===== src/rtl/data_timer_if.sv =====
// Core data-bus port bundle for data_timer: chip enable, write enable, address,
// byte-lane select, write/read data and the level interrupt back to the core.
interface data_timer_if;
  logic        ce;
  logic        we;
  logic [31:0] addr;
  logic [3:0]  sel;
  logic [31:0] data_i;
  logic [31:0] data_o;
  logic        int_o;

  modport master (
    output ce, we, addr, sel, data_i,
    input  data_o, int_o
  );

  modport slave (
    input  ce, we, addr, sel, data_i,
    output data_o, int_o
  );
endinterface


===== src/rtl/data_timer.sv =====
// 32-bit down-counting timer with CTRL/LOAD/COUNT/STATUS registers; optional TIMER_PRESCALE_EN macro.
// Writes land on the next rising edge, reads and int_o are combinational; no backpressure, always ready.
module data_timer (
  input  logic        clk,
  input  logic        rst,
  data_timer_if.slave bus
);
  localparam logic [1:0] A_CTRL   = 2'd0;
  localparam logic [1:0] A_LOAD   = 2'd1;
  localparam logic [1:0] A_COUNT  = 2'd2;
  localparam logic [1:0] A_STATUS = 2'd3;

  function automatic logic [31:0] lane_merge(input logic [31:0] old_v,
                                             input logic [31:0] new_v,
                                             input logic [3:0]  lanes);
    logic [31:0] r;
    r = old_v;
    for (int i = 0; i < 4; i++) begin
      if (lanes[i]) r[8*i +: 8] = new_v[8*i +: 8];
    end
    return r;
  endfunction

  logic        en_q, en_d, ar_q, ar_d, ie_q, ie_d, exp_q, exp_d;
  logic [31:0] load_q, load_d, count_q, count_d;
  logic [7:0]  presc_rd;
  logic [31:0] ctrl_rd, ctrl_wr, load_wr;
  logic        wr_en, wr_ctrl, wr_load, wr_status, tick;
  logic        unused_bits;

  assign wr_en     = bus.ce & bus.we;
  assign wr_ctrl   = wr_en && (bus.addr[3:2] == A_CTRL);
  assign wr_load   = wr_en && (bus.addr[3:2] == A_LOAD);
  assign wr_status = wr_en && (bus.addr[3:2] == A_STATUS);

  assign ctrl_rd = {16'h0, presc_rd, 5'h0, ie_q, ar_q, en_q};
  assign ctrl_wr = lane_merge(ctrl_rd, bus.data_i, bus.sel);
  assign load_wr = lane_merge(load_q, bus.data_i, bus.sel);

  assign unused_bits = ^{bus.addr[31:4], bus.addr[1:0], ctrl_wr[31:3]};

`ifdef TIMER_PRESCALE_EN
  logic [7:0] presc_q, presc_d, psc_q, psc_d;

  assign presc_rd = presc_q;
  // >= rather than == so lowering PRESC mid-count never waits for an 8-bit wrap
  assign tick     = en_q && (psc_q >= presc_q);

  always_comb begin
    presc_d = wr_ctrl ? ctrl_wr[15:8] : presc_q;
    psc_d   = (!en_q || tick) ? 8'h00 : psc_q + 8'h01;
  end

  always_ff @(posedge clk or negedge rst) begin
    if (!rst) begin
      presc_q <= 8'h00;
      psc_q   <= 8'h00;
    end else begin
      presc_q <= presc_d;
      psc_q   <= psc_d;
    end
  end
`else
  assign presc_rd = 8'h00;
  assign tick     = en_q;
`endif

  always_comb begin
    en_d    = en_q;
    ar_d    = ar_q;
    ie_d    = ie_q;
    exp_d   = exp_q;
    load_d  = load_q;
    count_d = count_q;

    // clear is evaluated before expiry so a same-cycle set wins
    if (wr_status && bus.sel[0] && bus.data_i[0]) exp_d = 1'b0;

    if (tick) begin
      if (count_q != 32'h0) begin
        count_d = count_q - 32'h1;
      end else begin
        exp_d = 1'b1;
        if (ar_q) count_d = load_q;
        else      en_d    = 1'b0;
      end
    end

    if (wr_ctrl) begin
      en_d = ctrl_wr[0];
      ar_d = ctrl_wr[1];
      ie_d = ctrl_wr[2];
      if (!en_q && ctrl_wr[0]) count_d = load_q;
    end

    if (wr_load) begin
      load_d = load_wr;
      if (!en_q) count_d = load_wr;
    end
  end

  always_ff @(posedge clk or negedge rst) begin
    if (!rst) begin
      en_q    <= 1'b0;
      ar_q    <= 1'b0;
      ie_q    <= 1'b0;
      exp_q   <= 1'b0;
      load_q  <= 32'h0;
      count_q <= 32'h0;
    end else begin
      en_q    <= en_d;
      ar_q    <= ar_d;
      ie_q    <= ie_d;
      exp_q   <= exp_d;
      load_q  <= load_d;
      count_q <= count_d;
    end
  end

  always_comb begin
    bus.data_o = 32'h0;
    if (bus.ce && !bus.we) begin
      case (bus.addr[3:2])
        A_CTRL:   bus.data_o = ctrl_rd;
        A_LOAD:   bus.data_o = load_q;
        A_COUNT:  bus.data_o = count_q;
        default:  bus.data_o = {31'h0, exp_q};
      endcase
    end
  end

  assign bus.int_o = exp_q & ie_q;
endmodule


===== src/flat_wrapper.sv =====
// flat-port wrapper written by rule: the top's interface ports become plain ports
module data_timer_flat 
  (clk, rst, bus_ce, bus_we, bus_addr, bus_sel, bus_data_i, bus_data_o, bus_int_o);
  data_timer_if bus_i ();
  input  logic clk;
  input  logic rst;
  input wire logic [$bits(bus_i.ce)-1:0] bus_ce;
  input wire logic [$bits(bus_i.we)-1:0] bus_we;
  input wire logic [$bits(bus_i.addr)-1:0] bus_addr;
  input wire logic [$bits(bus_i.sel)-1:0] bus_sel;
  input wire logic [$bits(bus_i.data_i)-1:0] bus_data_i;
  output wire logic [$bits(bus_i.data_o)-1:0] bus_data_o;
  output wire logic [$bits(bus_i.int_o)-1:0] bus_int_o;
  assign bus_i.ce = bus_ce;
  assign bus_i.we = bus_we;
  assign bus_i.addr = bus_addr;
  assign bus_i.sel = bus_sel;
  assign bus_i.data_i = bus_data_i;
  assign bus_data_o = bus_i.data_o;
  assign bus_int_o = bus_i.int_o;
  data_timer u_core (.clk(clk), .rst(rst), .bus(bus_i));
endmodule

===== config.mk =====
export PLATFORM = sky130hd
export DESIGN_NAME = data_timer_flat
export DESIGN_NICKNAME = d
export VERILOG_FILES = /design/src/rtl/data_timer_if.sv /design/src/rtl/data_timer.sv /design/src/flat_wrapper.sv
export SDC_FILE = /design/constraint.sdc
export NUM_CORES = 1
export LEC_CHECK = 0
export CORE_AREA = 2 2 167 120
export CTS_CLUSTER_SIZE = 20
export DETAILED_ROUTE_END_ITERATION = 6
export DIE_AREA = 0 0 169 122
export PLACE_DENSITY = 0.46
export SLEW_MARGIN = 25
export SYNTH_ARGS = -nofsm -noshare
export SYNTH_HDL_FRONTEND = slang
export SYNTH_SLANG_ARGS = --single-unit
export TNS_END_PERCENT = 100

===== constraint.sdc =====
create_clock -name clk -period 3.2 [get_ports clk]
set_input_delay 0.48 -clock clk [delete_from_list [all_inputs] [get_ports clk]]
set_output_delay 0.48 -clock clk [all_outputs]
set_load 0.02 [all_outputs]

=== Word-level counts from Yosys, hierarchy flattened ===
Index checks and enable logic that the tools add are counted.

* $add $sub $neg: 1
* Reduce and logical (&&, ||, !) cells: 12
* Bitwise operators: 2
* Equality and inequality tests: 3
* Muxes and demuxes: 21

{| class="wikitable"
|+ Operator list
! operator !! number
|-
| $mux W32 || 8
|-
| $pmux W32 S3 || 1
|-
| $mux W8 || 4
|-
| $reduce_bool A32 Y1 || 1
|-
| $sub A32 B1 Y32 const B || 1
|-
| $mux W1 || 8
|-
| $logic_and A1 B1 Y1 || 7
|-
| $eq A2 B2 Y1 const B || 2
|-
| $and A1 B1 Y1 || 2
|-
| $eq A2 B1 Y1 const B || 1
|-
| $logic_not A1 Y1 || 2
|-
| $logic_not A2 Y1 || 1
|-
| $reduce_and A2 Y1 || 1
|}

* Word-level logic and storage cells: 45
* Output and inout bits: 33
* Bits of input ports: 72
* Bits in registers: 68

=== Logic depth before layout (Yosys ltp) ===
Gate-level depths: netlist (run 1).

* Depth in word-level cells: 7
* Mapped depth: 10
* Mapped depth without buffers: 8

=== Least setup slack after synthesis (run 1) ===
OpenSTA, ideal clock, no wires.

* Path type: reg2reg
* From: register u_core.count_q[27]
* To: register u_core.count_q[10]
* Stages on the path, launching flop included: 8
* Arrival time: 2.512 ns
* Setup slack: 0.593 ns
* Data required time: 3.105 ns
* Library setup time: 0.095 ns
* Buffers on the path: 1
* Path through: dfrtp_1 > or4_4 > or3_4 > or4_4 > buf_6 > o22ai_4 > nor3_2 > o32ai_2

* Longest elaborated chain between the ends: 7

{| class="wikitable"
|+ RTL lines
! item !! line !! text
|-
| start: declaration || data_timer.sv:25 || <nowiki>logic [31:0] load_q, load_d, count_q, count_d;</nowiki>
|-
| start signal: assignment || data_timer.sv:116 || <nowiki>count_q <= count_d;</nowiki>
|-
| $reduce_bool A32 Y1 (*) || data_timer.sv:80 || <nowiki>if (count_q != 32'h0) begin</nowiki>
|-
| $mux W32 (*) || data_timer.sv:80 ||
|-
| $mux W32 (*) || data_timer.sv:79 || <nowiki>if (tick) begin</nowiki>
|-
| $mux W32 || data_timer.sv:93 || <nowiki>if (!en_q && ctrl_wr[0]) count_d = load_q;</nowiki>
|-
| $mux W32 (*) || data_timer.sv:89 || <nowiki>if (wr_ctrl) begin</nowiki>
|-
| $mux W32 || data_timer.sv:98 || <nowiki>if (!en_q) count_d = load_wr;</nowiki>
|-
| $mux W32 (*) || data_timer.sv:96 || <nowiki>if (wr_load) begin</nowiki>
|-
| net u_core.count_d[10] || data_timer.sv:25 ||
|}

Mark *: on every way through the listed nets, which the timed path passes. The rest lies on a longest branch.
A chain may end at the register's enable or synchronous reset.

=== Final worst setup path (run 1) ===
* From: input port bus_addr[2]
* To: output port bus_data_o[5]

* Longest elaborated chain between the ends: 3

{| class="wikitable"
|+ RTL lines
! item !! line !! text
|-
| start: declaration || flat_wrapper.sv:9 || <nowiki>input wire logic [$bits(bus_i.addr)-1:0] bus_addr;</nowiki>
|-
| $eq A2 B2 Y1, or another cell as far along || data_timer.sv:123 || <nowiki>case (bus.addr[3:2])</nowiki>
|-
| $pmux W32 S3 (*) || data_timer.sv:123 ||
|-
| $mux W32 (*) || data_timer.sv:122 || <nowiki>if (bus.ce && !bus.we) begin</nowiki>
|-
| end: declaration || flat_wrapper.sv:12 || <nowiki>output wire logic [$bits(bus_i.data_o)-1:0] bus_data_o;</nowiki>
|}

Every way passes the cells marked *; elsewhere a longest branch is shown, timed or not.

==> metrics.md, run 1 <==
| Metric | Value |
|---|---|
| Sequential area share after synthesis | `36.17%` |
| Setup violations, final | `0` |
| Kind of critical path | `in2out` |
| Post-Syn Instances | `approximately 530` |
| Vias in the first global route | `4643` |
| Status | `completed` |
| Register bit count reported by yosys | `68` |
| Pins Over Slew Limit | `0` |
| Ranking of synthesized cells by area | `dfrtp_1 36%, mux2_2 9.3%, nor2_1 6.9%` |
| DRT antenna net count | `0` |
| Die Y | `122 um` |
| Syn nets | `approximately 600` |
| Clock skew | `between 6 and 7 ps` |
| CP Capture Type | `output port` |
| Layout cells sized above 1 | `roughly 18%` |
| Syn avg cell area | `8.810 um^2` |
| Synth-to-Final Area Change | `32.55%` |
| Leakage | `about 2.4 nW` |
| CTS tree | `yes` |
| Clk_lat worst skew | `roughly 340 ps` |
| Fraction of registers with async set/reset | `between 90% and 100%` |
| Filler cell count | `about 2000` |
| Fin area | `0.006236 mm^2` |
| Fin. Hold Viols | `0` |
| Synth Flop Type | `dfrtp_1` |
| H-tree depth | `3` |
| PwrDens | `slightly above 600 mW/mm^2` |
| Largest net degree at the start of global routing | `69` |
| Inserted Diodes | `0` |
| WP data required | `around 2700 ps` |
| Clock Power Share | `between 20% and 30%` |
| First-pass GRT wire length | `around 26 mm` |
| Post-synthesis cell type count | `65` |
| Arrival time at the worst endpoint | `between 2000 and 2500 ps` |
| Hold buffer count at cts | `0` |
| Initial Utilization | `24.43%` |
| Clock tree sinks | `between 60 and 70` |
| CTS Buffer Depth | `2` |
| Initial drt markers | `460` |
| Total global routing overflow | `0` |
| Final setup margin | `roughly 260 ps` |
| IO buf count | `74` |
| Drt wl/cell | `18.99 um` |
| Part of the power in registers | `between 30% and 40%` |
| Switching power | `between 1 and 1.5 mW` |
| Final total power | `roughly 3.8 mW` |
| Synth warn | `0` |
| Final period util | `91.87%` |
| Die area | `0.02062 mm^2` |
| Post-CTS setup buffer count | `0` |
| Slew @ Worst Pin | `roughly 610 ps` |
| Smallest hold slack | `170.2 ps` |
| Most common cell after layout, fill and taps aside | `nor2_1` |
| Startpoint types | `input pin` |
| Number of vias per cell | `roughly 5.4` |
| Relative slew slack | `about three fifths` |
| Total GRT Usage | `16.34%` |
| Die W | `169 um` |
| Core area | `around 0.019 mm^2` |
| CP Max Fanout | `12` |
| Via count | `4673` |
| DRC errors left | `0` |
| Routability congestion estimate | `between 0.8 and 0.9` |
| Total CTS buffers | `9` |
| Most frequent cells in the layout | `86 x nor2_1, 73 x clkdlybuf4s50_1, 68 x dfrtp_1, 39 x mux2_2, 33 x nand2_1` |
| Post-Route WL | `approximately 17 mm` |
| Clk slew on worst S/H paths | `~60 ps` |
| Initial antenna violation count | `0` |
| Rows | `between 40 and 50` |
| Switching share of power | `between 30 and 40%` |
| Post-route setup TNS | `0 ps` |
| DP HPWL | `11.89 mm` |
| Max Freq | `around 340 MHz` |
| Comb pwr share | `about a third` |
| Max Cap Viol | `0` |
| Post-CTS Resized | `0` |
| IO Pins | `approximately 110` |
| Number of synthesized flops with an enable pin | `0` |
| Internal power | `~2.4 mW` |
| Root Buffer | `clkbuf_16` |
| Post-DP Area | `about 0.0059 mm^2` |
| Post-synthesis cell area | `0.004705 mm^2` |
| Leading area contributor after synthesis | `dfrtp_1` |
| Peak supply drop | `approximately 0.27 mV` |
| RSZ-0062 raised after global routing | `false` |
| First-pass DRT Iterations | `5` |
| Synth top area share | `between 30% and 40%` |
| Tmin final | `around 2900 ps` |
| Layout Nets | `693` |
| Worst slack, placed | `roughly 240 ps` |
| Hold/Removal Path Class | `in2async` |
==> final timing paths <==
path                                    startpoint                  to  slack, ps  cells after the start
max in group asynchronous                      rst  u_core.count_q[11]       2730                      2
worst min register to register         u_core.ie_q         u_core.ie_q        540                      1
worst min-delay path                           rst   u_core.load_q[27]        170                      2
worst max-delay path                   bus_addr[2]       bus_data_o[5]        260                      7
worst max register to register  u_core.count_q[27]  u_core.count_q[21]        310                      6
min in group clk                       u_core.ie_q         u_core.ie_q        540                      1
==> sequential cells by signal, indices dropped and copies added (netlist names) <==
name / count
u_core.ar_q: 1
u_core.load_q: 32
u_core.ie_q: 1
u_core.en_q: 1
u_core.exp_q: 1
u_core.count_q: 32
==> worst max-delay path, cell delays in order <==
cell and delay (ps):
clkdlybuf4s50_1 480, buf_4 210, nor2b_2 200, buf_4 250
a22oi_1 100, nor2_1 120, clkdlybuf4s50_1 620
==> metal layers <==
layer  vias up  wire [um]  GRT usage (%)
li1       2200          -              -
met1      2309       8791          25.56
met2       151       6602          22.80
met3        13       1007          3.379
met4         0        142          3.312
met5         -          0              0
==> layout make-up <==
type / instances / area [um^2] / area share (%)
multi-input cells: 426 / 2849 / 45.69
flip-flops and latches: 68 / 1702 / 27.29
repair buffers: 107 / 1033 / 16.57
well taps: 247 / 309.0 / 4.956
clock buffers: 9 / 225.2 / 3.612
clock inverters: 7 / 91.34 / 1.465
inverters: 7 / 26.28 / 0.4213
==> metrics by stage <==
step,utilization [%],cells
final,32.38,871
after global routing,32.38,871
after CTS,32.38,871
after detailed placement,30.73,855
after global placement,30.73,855
after floorplan,-,534
==> power by group through the flow <==
stage / clock [mW] / combinational, mW / sequential (mW)
6_report: 1.08 / 1.28 / 1.48
5_1_grt: 1.13 / 1.41 / 1.52
4_1_cts: 1.10 / 1.28 / 1.47
3_5_place_dp: 0 / 1.27 / 1.48
3_3_place_gp: 0 / 1.26 / 1.47
2_1_floorplan: 0 / 0.886 / 1.35
==> cell usage after synthesis (all sizes together) (4+ instances only) <==
| master | n |
|---|---|
| o221a | 8 |
| mux2i | 17 |
| xor2 | 4 |
| a211oi | 5 |
| nor3 | 23 |
| nor2 | 87 |
| buf | 7 |
| nand4 | 8 |
| a21oi | 19 |
| dfrtp | 68 |
| and2 | 5 |
| nand2 | 33 |
| and3 | 4 |
| a22oi | 29 |
| o21ai | 26 |
| nor2b | 4 |
| mux2 | 39 |
| xnor2 | 9 |
| inv | 6 |
| clkbuf | 26 |
| o22ai | 19 |
| nor4 | 9 |
| o221ai | 5 |
| or3 | 9 |
| nand3 | 12 |
| nor3b | 6 |
==> logic make-up (layout without fill, tap and decap cells) <==
group           count (synthesis)  count (layout)  share of synthesized area [%]
compound gates                141             141                          21.49
xor+xnor                       13              13                          2.420
fa+ha+maj                       2               2                         0.5318
buf+inv                        40             130                          3.484
flops                          68              68                          36.17
mux                            57              57                          13.43
simple gates                  213             213                          22.47
No activity file was read; power rests on OpenSTA's default activity.
==> run 2: changes to the inputs <==
--- a/config.mk
+++ b/config.mk
@@ -10,7 +10,7 @@
 export DETAILED_ROUTE_END_ITERATION = 6
 export DIE_AREA = 0 0 169 122
 export PLACE_DENSITY = 0.46
-export SLEW_MARGIN = 25
+export SLEW_MARGIN = 20
 export SYNTH_ARGS = -nofsm -noshare
 export SYNTH_HDL_FRONTEND = slang
 export SYNTH_SLANG_ARGS = --single-unit
==> results of run 2 <==
Final layout, timing and power as in run 1 (identical DEF).
==> run 3: changes to the inputs <==
==> constraint.sdc (replaced) <==
create_clock -name clk -period 2.75 [get_ports clk]
set_input_delay 0.4125 -clock clk [delete_from_list [all_inputs] [get_ports clk]]
set_output_delay 0.4125 -clock clk [all_outputs]
set_load 0.02 [all_outputs]
==> run 3 against run 2 <==
- critical path depth shrank 1
- sequential power grew 12%
- power grew 20%
- sequential share of layout area shrank 1.2 points
- critical endpoint is now u_core.count_q[10]
- largest power group unchanged
==> metrics.md, run 3 (synthesis gave the netlist of run 1 again) <==
| Metric | Value |
|---|---|
| Smallest hold slack | `35.78 ps (was 170.2 ps)` |
| CP Capture Type | `flip-flop (was output port)` |
| Max Cap Viol | `0 (unchanged)` |
| Clk slew on worst S/H paths | `60 ps (about the same)` |
| Placed cells | `885 (was 855)` |
| Drt wl/cell | `19.26 um (was 18.99 um)` |
| Total global routing overflow | `0 (unchanged)` |
| Pins Over Slew Limit | `0 (unchanged)` |
| CP max stage cell | `or4_4 (was clkdlybuf4s50_1)` |
| Root Buffer | `clkbuf_16 (unchanged)` |
| Initial antenna violation count | `0 (unchanged)` |
| Critical Path Max Stage Delay | `580 ps (was 620 ps)` |
| Total GRT Usage | `17.36% (was 16.34%)` |
| First-pass GRT wire length | `27.77 mm (was 26.36 mm)` |
| Routability congestion estimate | `0.8208 (was 0.8801)` |
| Fin area | `0.006513 mm^2 (was 0.006236 mm^2)` |
| Slew @ Worst Pin | `704.0 ps (was 606.7 ps)` |
| Regs by FF count | `u_core.count_q x32, u_core.load_q x32 (unchanged)` |
| Filler cell count | `1958 (was 1985)` |
| Status | `completed (unchanged)` |
| Worst R2R Start | `u_core.count_q[27] (unchanged)` |
| RSZ-0062 raised after global routing | `false (unchanged)` |
| Relative slew slack | `52.89% (was 59.56%)` |
| Final total power | `4.596 mW (was 3.839 mW)` |
| Post-Route WL | `17.43 mm (was 16.54 mm)` |
| Worst slack, placed | `-66.52 ps (was 244.8 ps)` |
| Clock tree sinks | `68 (unchanged)` |
| Clock skew | `9.024 ps (was 6.250 ps)` |
| Kind of critical path | `reg2reg (was in2out)` |
| CP cell instances | `or4_4, or3_4, or4_4, o22ai_4, nor3_2, o32ai_2 (was clkdlybuf4s50_1, buf_4, nor2b_2, buf_4, a22oi_1, nor2_1, clkdlybuf4s50_1)` |
| Setup violations, final | `0 (unchanged)` |
| First-pass DRT Iterations | `5 (unchanged)` |
| Hold buffer count at cts | `0 (unchanged)` |
| Rows | `43 (unchanged)` |
| Final period util | `a little over nine tenths` |
| Die area | `0.02062 mm^2 (unchanged)` |
| Total CTS buffers | `9 (unchanged)` |
| Finished Layout Cells | `905 (was 871)` |
| Die Y | `122 um (unchanged)` |
| Post-DP Area | `0.006107 mm^2 (was 0.005919 mm^2)` |
| Most frequent cells in the layout | `86 x nor2_1, 68 x dfrtp_1, 63 x buf_4, 42 x clkdlybuf4s50_1, 39 x mux2_2 (was 86 x nor2_1, 73 x clkdlybuf4s50_1, 68 x dfrtp_1, 39 x mux2_2, 33 x nand2_1)` |
| IO Pins | `105 (unchanged)` |
| Via count | `4807 (was 4673)` |
| Synth-to-Final Area Change | `38.43% (was 32.55%)` |
| Number of vias per cell | `5.312 (was 5.365)` |
| DRT antenna net count | `0 (unchanged)` |
| Die W | `169 um (unchanged)` |
| Inserted Diodes | `0 (unchanged)` |
| DP HPWL | `13.01 mm (was 11.89 mm)` |
| Max Freq | `377.3 MHz` |
| Clk_lat worst skew | `350 ps (was 340 ps)` |
| Core area | `0.01926 mm^2 (unchanged)` |
| Arrival time at the worst endpoint | `2900 ps (was 2460 ps)` |
| PwrDens | `705.7 mW/mm^2 (was 615.7 mW/mm^2)` |
| Layout Nets | `727 (was 693)` |
| Tmin final | `2650 ps` |
| Most used cell, CP | `or4_4` |
| Peak supply drop | `0.3564 mV (was 0.2715 mV)` |
| Largest net degree at the start of global routing | `30 (was 69)` |
| CTS Buffer Depth | `2 (unchanged)` |
| Final setup margin | `99.83 ps (was 260.1 ps)` |
| Register-to-register setup slack | `100 ps (was 310 ps)` |
| Startpoint types | `flip-flop (was input pin)` |
| H-tree depth | `3 (unchanged)` |
| Utilization after layout | `33.81% (was 32.38%)` |
| Hold/Removal Path Class | `in2async (unchanged)` |
| Most common cell after layout, fill and taps aside | `nor2_1 (unchanged)` |
| Initial Utilization | `24.43% (unchanged)` |
| Fin. Hold Viols | `0 (unchanged)` |
| Initial drt markers | `376 (was 460)` |
| Register-to-Register Path Depth | `6 (unchanged)` |
| Layout cells sized above 1 | `22.34% (was 17.95%)` |
| Vias in the first global route | `4864 (was 4643)` |
| CTS tree | `yes (unchanged)` |
| Post-route setup TNS | `0 ps (unchanged)` |
| WP data required | `3000 ps (was 2720 ps)` |
| DRC errors left | `0 (unchanged)` |
| Leakage | `2.950 nW (was 2.364 nW)` |
| IO buf count | `74 (unchanged)` |
| CP Max Fanout | `9 (was 12)` |
| RR Endpoint | `u_core.count_q[10] (was u_core.count_q[21])` |
==> run 3: worst max-delay path by stage <==
stage                                   from                 end  slack (ps)  depth (start not counted)
after floorplan           u_core.count_q[27]  u_core.count_q[10]         140                          7
after global placement           bus_addr[2]      bus_data_o[31]         -60                          7
after detailed placement         bus_addr[2]      bus_data_o[21]         -70                          7
after CTS                        bus_addr[2]       bus_data_o[6]           4                          7
after global routing      u_core.count_q[27]   u_core.count_q[7]           1                          7
final                     u_core.count_q[27]  u_core.count_q[10]         100                          6
==> run 3: final cells by class <==
| type | count | area, um^2 | area share (%) |
|---|---|---|---|
| multi-input cells | 426 | 2860 | 43.92 |
| flip-flops and latches | 68 | 1702 | 26.13 |
| repair buffers | 141 | 1299 | 19.94 |
| clock buffers | 9 | 225.2 | 3.458 |
| clock inverters | 7 | 91.34 | 1.402 |
| inverters | 7 | 26.28 | 0.4035 |
| well taps | 247 | 309.0 | 4.745 |
==> run 3: timing repair <==
| action | in CTS | in global routing |
|---|---|---|
| gates resized for setup | 14 | 23 |
| pin swaps | 0 | 2 |
| setup endpoints to repair | 22 | 28 |
| setup buffers | 4 | 0 |
==> run 3: worst max-delay path, delay by kind of cell, from the launching register on <==
family,cells,cell delay (ps)
AO/OA/AOI/OAI,2,600
flip-flops,1,390
AND/OR/NAND/NOR,4,1560
==> run 3: metal layers <==
metal  track usage, %  wire, um  vias up
li1                 -         -     2253
met1            27.29      9244     2363
met2            24.31      7061      174
met3            3.119       955       17
met4            3.739       172        0
met5                0         0        -
==> run 3: power by group <==
part	leakage (nW)	internal (mW)	total (mW)	switching [mW]
registers	0.843	1.29	1.66	0.370
clock network	0.155	0.791	1.28	0.486
logic	1.95	0.799	1.66	0.859
